### src/rtl/cic_pkg.sv
// Shared audio constants and helpers for the CIC resampler and related audio blocks.
// Contents: sample width and range limits, default CIC configuration,
// saturate16() which clamps a wide signed value to the 16-bit sample range.
package cic_pkg;

    localparam int unsigned SAMPLE_W   = 16;
    localparam int          SAMPLE_MAX = 32767;
    localparam int          SAMPLE_MIN = -32768;

    localparam int unsigned ORDER_DEF  = 3;
    localparam int unsigned ACC_W_DEF  = 32;
    localparam int unsigned SHIFT_DEF  = 13;

    // Width of the value handed to saturate16; callers sign-extend into it.
    localparam int unsigned SAT_IN_W   = 64;

    // Clamp a signed value into [SAMPLE_MIN, SAMPLE_MAX].
    function automatic logic signed [SAMPLE_W-1:0] saturate16(
        input logic signed [SAT_IN_W-1:0] val
    );
        logic signed [SAMPLE_W-1:0] res;
        if (val > SAT_IN_W'(SAMPLE_MAX)) begin
            res = SAMPLE_W'(SAMPLE_MAX);
        end else if (val < SAT_IN_W'(SAMPLE_MIN)) begin
            res = SAMPLE_W'(SAMPLE_MIN);
        end else begin
            res = SAMPLE_W'(val);
        end
        return res;
    endfunction

endpackage

### src/rtl/cic_comb_stage.sv
// One CIC comb stage: o_diff_c = i_data - previous i_data captured on en.
// Ports:
//   clk, rst   clock, synchronous active-high reset
//   en         output-rate strobe; loads the delay register
//   i_data     stage input (ACC_W bits, modulo arithmetic)
//   o_diff_c   combinational difference, feeds the next stage
module cic_comb_stage
    import cic_pkg::*;
#(
    parameter int unsigned ACC_W = ACC_W_DEF
) (
    input  logic             clk,
    input  logic             rst,
    input  logic             en,
    input  logic [ACC_W-1:0] i_data,
    output logic [ACC_W-1:0] o_diff_c
);

    logic [ACC_W-1:0] dly_q;
    logic [ACC_W-1:0] dly_d;

    // Delay register follows the stage input only on output-rate strobes.
    always_comb begin
        dly_d = dly_q;
        if (en) begin
            dly_d = i_data;
        end
    end

    always_ff @(posedge clk) begin
        if (rst) begin
            dly_q <= '0;
        end else begin
            dly_q <= dly_d;
        end
    end

    // Wraps modulo 2^ACC_W by design.
    assign o_diff_c = i_data - dly_q;

endmodule

### src/rtl/cic_filter.sv
// CIC decimating resampler between the SID core and the I2S master.
// Integrators run on clkEn (input rate), combs run on iSample (output rate),
// so the decimation ratio tracks whatever timing the I2S master uses.
// Ports:
//   clk      system clock
//   rst      synchronous active-high reset, clears all history and oOut
//   clkEn    input-rate enable pulse
//   iSample  output-rate strobe pulse from the I2S master
//   iIn      signed 16-bit input sample
//   oOut     signed 16-bit filtered, decimated sample (registered)
// Build option: define CIC_SATURATE_EN to clamp the output to the 16-bit
// range; otherwise the low 16 bits of the shifted comb output are taken.
module cic_filter
    import cic_pkg::*;
#(
    parameter int unsigned ORDER = ORDER_DEF,
    parameter int unsigned ACC_W = ACC_W_DEF,
    parameter int unsigned SHIFT = SHIFT_DEF
) (
    input  logic                       clk,
    input  logic                       rst,
    input  logic                       clkEn,
    input  logic                       iSample,
    input  logic signed [SAMPLE_W-1:0] iIn,
    output logic signed [SAMPLE_W-1:0] oOut
);

    logic [ACC_W-1:0] int_q [ORDER];
    logic [ACC_W-1:0] int_d [ORDER];

    // Pipelined integrator chain: each stage adds the previous stage's pre-edge value.
    always_comb begin
        for (int unsigned k = 0; k < ORDER; k++) begin
            int_d[k] = int_q[k];
        end
        if (clkEn) begin
            int_d[0] = int_q[0] + ACC_W'(iIn);
            for (int unsigned k = 1; k < ORDER; k++) begin
                int_d[k] = int_q[k] + int_q[k-1];
            end
        end
    end

    always_ff @(posedge clk) begin
        if (rst) begin
            int_q <= '{default: '0};
        end else begin
            int_q <= int_d;
        end
    end

    // Comb chain reads the registered last integrator, so an input enabled in
    // the same cycle as a strobe lands in the next output period.
    logic [ACC_W-1:0] comb_c [ORDER+1];

    assign comb_c[0] = int_q[ORDER-1];

    for (genvar g = 0; g < ORDER; g++) begin : g_comb
        cic_comb_stage #(
            .ACC_W (ACC_W)
        ) u_stage (
            .clk      (clk),
            .rst      (rst),
            .en       (iSample),
            .i_data   (comb_c[g]),
            .o_diff_c (comb_c[g+1])
        );
    end

    // Gain normalisation then 16-bit limiting.
    logic signed [SAMPLE_W-1:0] lim_c;

`ifdef CIC_SATURATE_EN
    assign lim_c = saturate16(SAT_IN_W'($signed(comb_c[ORDER]) >>> SHIFT));
`else
    assign lim_c = SAMPLE_W'($signed(comb_c[ORDER]) >>> SHIFT);
`endif

    logic signed [SAMPLE_W-1:0] out_q;
    logic signed [SAMPLE_W-1:0] out_d;

    always_comb begin
        out_d = out_q;
        if (iSample) begin
            out_d = lim_c;
        end
    end

    always_ff @(posedge clk) begin
        if (rst) begin
            out_q <= '0;
        end else begin
            out_q <= out_d;
        end
    end

    assign oOut = out_q;

endmodule

### config.mk
export PLATFORM = sky130hd
export DESIGN_NAME = cic_filter
export DESIGN_NICKNAME = d
export VERILOG_FILES = /design/src/rtl/cic_pkg.sv /design/src/rtl/cic_comb_stage.sv /design/src/rtl/cic_filter.sv
export SDC_FILE = /design/constraint.sdc
export NUM_CORES = 1
export LEC_CHECK = 0
export CAP_MARGIN = 30
export CORE_MARGIN = 1
export CORE_UTILIZATION = 50
export CTS_BUF_LIST = sky130_fd_sc_hd__clkbuf_8 sky130_fd_sc_hd__clkbuf_16
export CTS_CLUSTER_SIZE = 16
export DETAILED_ROUTE_END_ITERATION = 8
export GPL_TIMING_DRIVEN = 0
export PLACE_DENSITY_LB_ADDON = 0.1
export SYNTH_ARGS = -nofsm -noshare
export SYNTH_HDL_FRONTEND = slang
export SYNTH_SLANG_ARGS = --single-unit
### constraint.sdc
create_clock -name clk -period 6.4 [get_ports clk]
set_clock_uncertainty 0.05 [all_clocks]
set_input_delay 0.96 -clock clk [delete_from_list [all_inputs] [get_ports clk]]
set_output_delay 0.96 -clock clk [all_outputs]
set_load 0.05 [all_outputs]
==> summary.md <==
| Metric | Value |
|---|---|
| Post-synth EDFFs | `0` |
| RePlAce Congestion | `0.9300` |
| XOR/XNOR Fraction of Synth Area | `0.07302` |
| Unrepaired setup endpoints after global routing | `no` |
| Status | `finished clean` |
| FF-to-FF Start | `comb_c[96]$_SDFFE_PP0P_` |
| Startpoint Class | `flop` |
| FF+latch count, synth | `190` |
| Nets@finish | `2,048` |
| Initial antenna violation count | `0` |
| Ys Warns | `0` |
| Fin. max-slew vios | `0` |
| Post-Synth Adder-Cell Area | `0.1500` |
| Share of layout cells above drive strength 1 | `0.03371` |
| All-Layer GR Usage | `0.2422` |
| Core area | `28,700 um^2` |
| CTS sink count | `190` |
| 1st-pass router iterations | `8` |
| CP endpoint | `oOut[11]$_SDFFE_PP0P_` |
| Overflow after GRT | `0` |
| Root Buffer Master | `clkbuf_16` |
| Power per standard cell area | `575.0 nW/um^2` |
| Final wirelength | `35,240 um` |
| Clk_lat worst skew | `450 ps` |
| Cell variety after synth | `73` |
| Longest Clk Path Bufs | `2` |
| Fin crit period | `6013 ps` |
| Post-synthesis sequential area ratio | `0.2605` |
| Routed wire length on met2 | `16,380 um` |
| Vias after detailed routing | `12,430` |
| CTS Hold Bufs | `0` |
| Synth top area share | `0.2605` |
| TritonCTS clock tree | `done` |
| Hold Path Origin | `oOut[13]$_SDFFE_PP0P_` |
| Launch point of the worst path | `comb_c[96]$_SDFFE_PP0P_` |
| Flop-to-flop setup slack | `390 ps` |
| Multiplexer area fraction after synthesis | `0.08725` |
| Final TNS setup | `0 ps` |
| Detail Placement HPWL | `27,310 um` |
| Die X | `172.9 um` |
| Crit Path Class | `flop to flop` |
| Worst r2r path cells | `25` |
| Relative slew slack | `0.3429` |
| Hold crit path type | `flop to flop` |
| Synthesized area per cell | `8.120 um^2` |
| Synth Area in Compound Gates | `0.2099` |
| Via density | `5.518` |
| Post-route DRC | `0` |
| Max VDD drop | `0.3682 mV` |
| Yosys top cell by area | `dfxtp_1` |
| Mapped Cells | `1,798` |
| Worst-Margin Slew | `985.6 ps` |
| Final hold vios | `0` |
| I/O Buffers | `33` |
| Required time of the critical path | `6680 ps` |
| Final worst path period share | `0.9396` |
| CP Capture Type | `flop` |
| M1 WL | `16,340 um` |
| Worst R2R End | `oOut[11]$_SDFFE_PP0P_` |
| Starting DRC count in detailed routing | `574` |
| Routed len/inst | `15.64 um` |
| Ys flop type | `dfxtp_1` |
| Area contributors post-synth | `dfxtp_1, ha_1, mux2i_1` |
| Main combinational cell family by area after synthesis | `compound AO/OA/AOI/OAI gates` |
| Clock-pin slew on the worst setup and hold paths | `80 ps` |
| Max Fclk | `166.3 MHz` |
| Ant diodes | `0` |
| Critical path arrival | `6290 ps` |
| Synthesized Nets | `1,990` |
| Fin util | `0.5620` |
| Vias in the first global route | `12,120` |
| Initial Util | `0.5086` |
| Final setup viols | `0` |
| Routed Antenna Nets | `0` |
| Post-Syn Area | `14,600 um^2` |
| Simple-Gate Fraction of Synth Area | `0.1707` |
| Die footprint | `29,890 um^2` |
| Std cell rows | `62` |
| Metal3 WL | `1230 um` |
| H-tree Lvls | `4` |
| Max cap viols | `0` |
| CP max FO | `5` |
| Filler cell count | `2,686` |
| Num CTS Buffers | `17` |
| Leak | `7.241 nW` |
| Async S/R FF share, synth | `0` |
| Pin count of the biggest net entering global routing | `21` |
| Area Growth Syn to Fin | `10.49%` |
| Chip height | `172.9 um` |
| Top Ports | `36` |
| First-pass GRT wire length | `58,820 um` |
| Max Used Layer | `met4` |
[cell usage in the layout (no fill, tap or decap), types with 7 or more instances in the layout]
master           count
nand3_1             31
nor3b_1              7
a21boi_1             7
clkbuf_1            40
o31ai_1             16
nand3b_1             9
o21ai_1             35
ha_1               165
clkdlybuf4s50_1     33
or3_1                8
o21ai_0             40
nand2_1             89
nor3_1              39
and2_1              12
nor2_1             240
xnor2_1             88
nand2b_1            23
o22ai_1              8
and3_1              17
mux2i_1            125
xor2_1              30
o21a_1              25
dfxtp_1            188
o21bai_1            16
clkbuf_16           17
a21o_1              65
nor2b_1             19
a21oi_1            135
nand4_1             11
buf_1               12
inv_1              135
a31oi_1             19
a211oi_1            24
inv_8                7
[stage by stage]
stage / cells / worst slack (ps) / cell area (um^2) / hold slack (ps) / total power [W]
6_report: 2253 / 386.8 / 16130 / 408.4 / 0.009275
5_1_grt: 2253 / 1.492 / 16130 / 443.8 / 0.01023
4_1_cts: 2251 / 48.10 / 16070 / 411.7 / 0.009127
3_5_place_dp: 2219 / 104.6 / 15470 / 400.5 / 0.007984
3_3_place_gp: 2215 / 128.6 / 15410 / 388.0 / 0.007877
2_1_floorplan: 1798 / 758.7 / 14600 / 395.9 / 0.006867
[worst min path at each step]
stage / slack [ps] / endpoint / cells after the start
after global placement: 390 / oOut[13]$_SDFFE_PP0P_ / 2
after detailed placement: 400 / oOut[14]$_SDFFE_PP0P_ / 2
final: 410 / oOut[13]$_SDFFE_PP0P_ / 2
after floorplan: 400 / int_q[87]$_SDFFE_PP0P_ / 2
after global routing: 440 / g_comb[1].u_stage.dly_q[26]$_SDFFE_PP0P_ / 2
after CTS: 410 / oOut[14]$_SDFFE_PP0P_ / 2
[what timing repair did]
item                                    4_1_cts  5_1_grt
gates resized for setup                       0       13
endpoints found under the setup margin        0        8
setup buffers                                 0        2
hold endpoints to repair                      0        0
[power breakdown]
group | switching, W | internal (W) | leakage [nW]
combinational | 0.00362 | 0.00299 | 5.39
sequential | 0.000145 | 0.00142 | 1.56
clock | 0.000556 | 0.000542 | 0.297
[cells by family after synthesis]
logic type / after synthesis
muxes: 127
xor gates and xnor gates: 120
AOI/OAI and AO/OA: 466
DFF: 190
and+or+nand+nor: 534
buffers and inverters: 189
adders and majority gates: 172
[layout make-up]
| type | count | area [um^2] | share of cell area |
|---|---|---|---|
| clock buffer | 18 | 439.2 | 0.02723 |
| timing repair buffer | 39 | 401.6 | 0.02490 |
| multi-input combinational | 1419 | 10130 | 0.6281 |
| clock inverter | 14 | 162.7 | 0.01008 |
| sequential | 190 | 3806 | 0.2360 |
| tap | 384 | 480.5 | 0.02979 |
| buffer | 52 | 195.2 | 0.01210 |
| inverter | 137 | 514.2 | 0.03188 |
[state kept, by name, summed over array words and instances, names as in the netlist]
signal,flops
comb_c,29
g_comb.u_stage.dly_q,87
oOut,16
int_q,58
[Yosys cell counts, drive strengths merged (31+ instances only)]
library cell / number
o21ai: 76
ha: 167
nor3: 39
a21oi: 137
dfxtp: 190
nand2: 89
clkbuf: 40
xnor2: 88
nor2: 240
xor2: 31
mux2i: 125
inv: 135
a21o: 65
nand3: 31
[routing by layer]
metal / vias to the layer above / track usage
li1: 6526 / -
met4: 0 / 0.1032
met2: 224 / 0.4244
met1: 5612 / 0.2927
met3: 69 / 0.03870
met5: - / 0
[worst max-delay path, stage by stage, from the launching register on]
cell	delay (ps)
dfxtp_2	360
inv_1	50
ha_1	210
fa_1	420
nor2b_2	160
o31ai_1	90
and2_1	180
o21ai_2	180
a31oi_1	110
xnor2_1	250
ha_2	360
a21o_1	230
a21o_1	190
a221o_1	410
o311ai_4	300
nand2_1	140
xor2_2	180
ha_2	330
or2_2	290
nor3b_1	150
a211oi_2	230
a21oi_1	160
or3_1	400
a21oi_1	190
xor2_1	180
o22ai_1	90
Power figures use the tool's default switching activity.
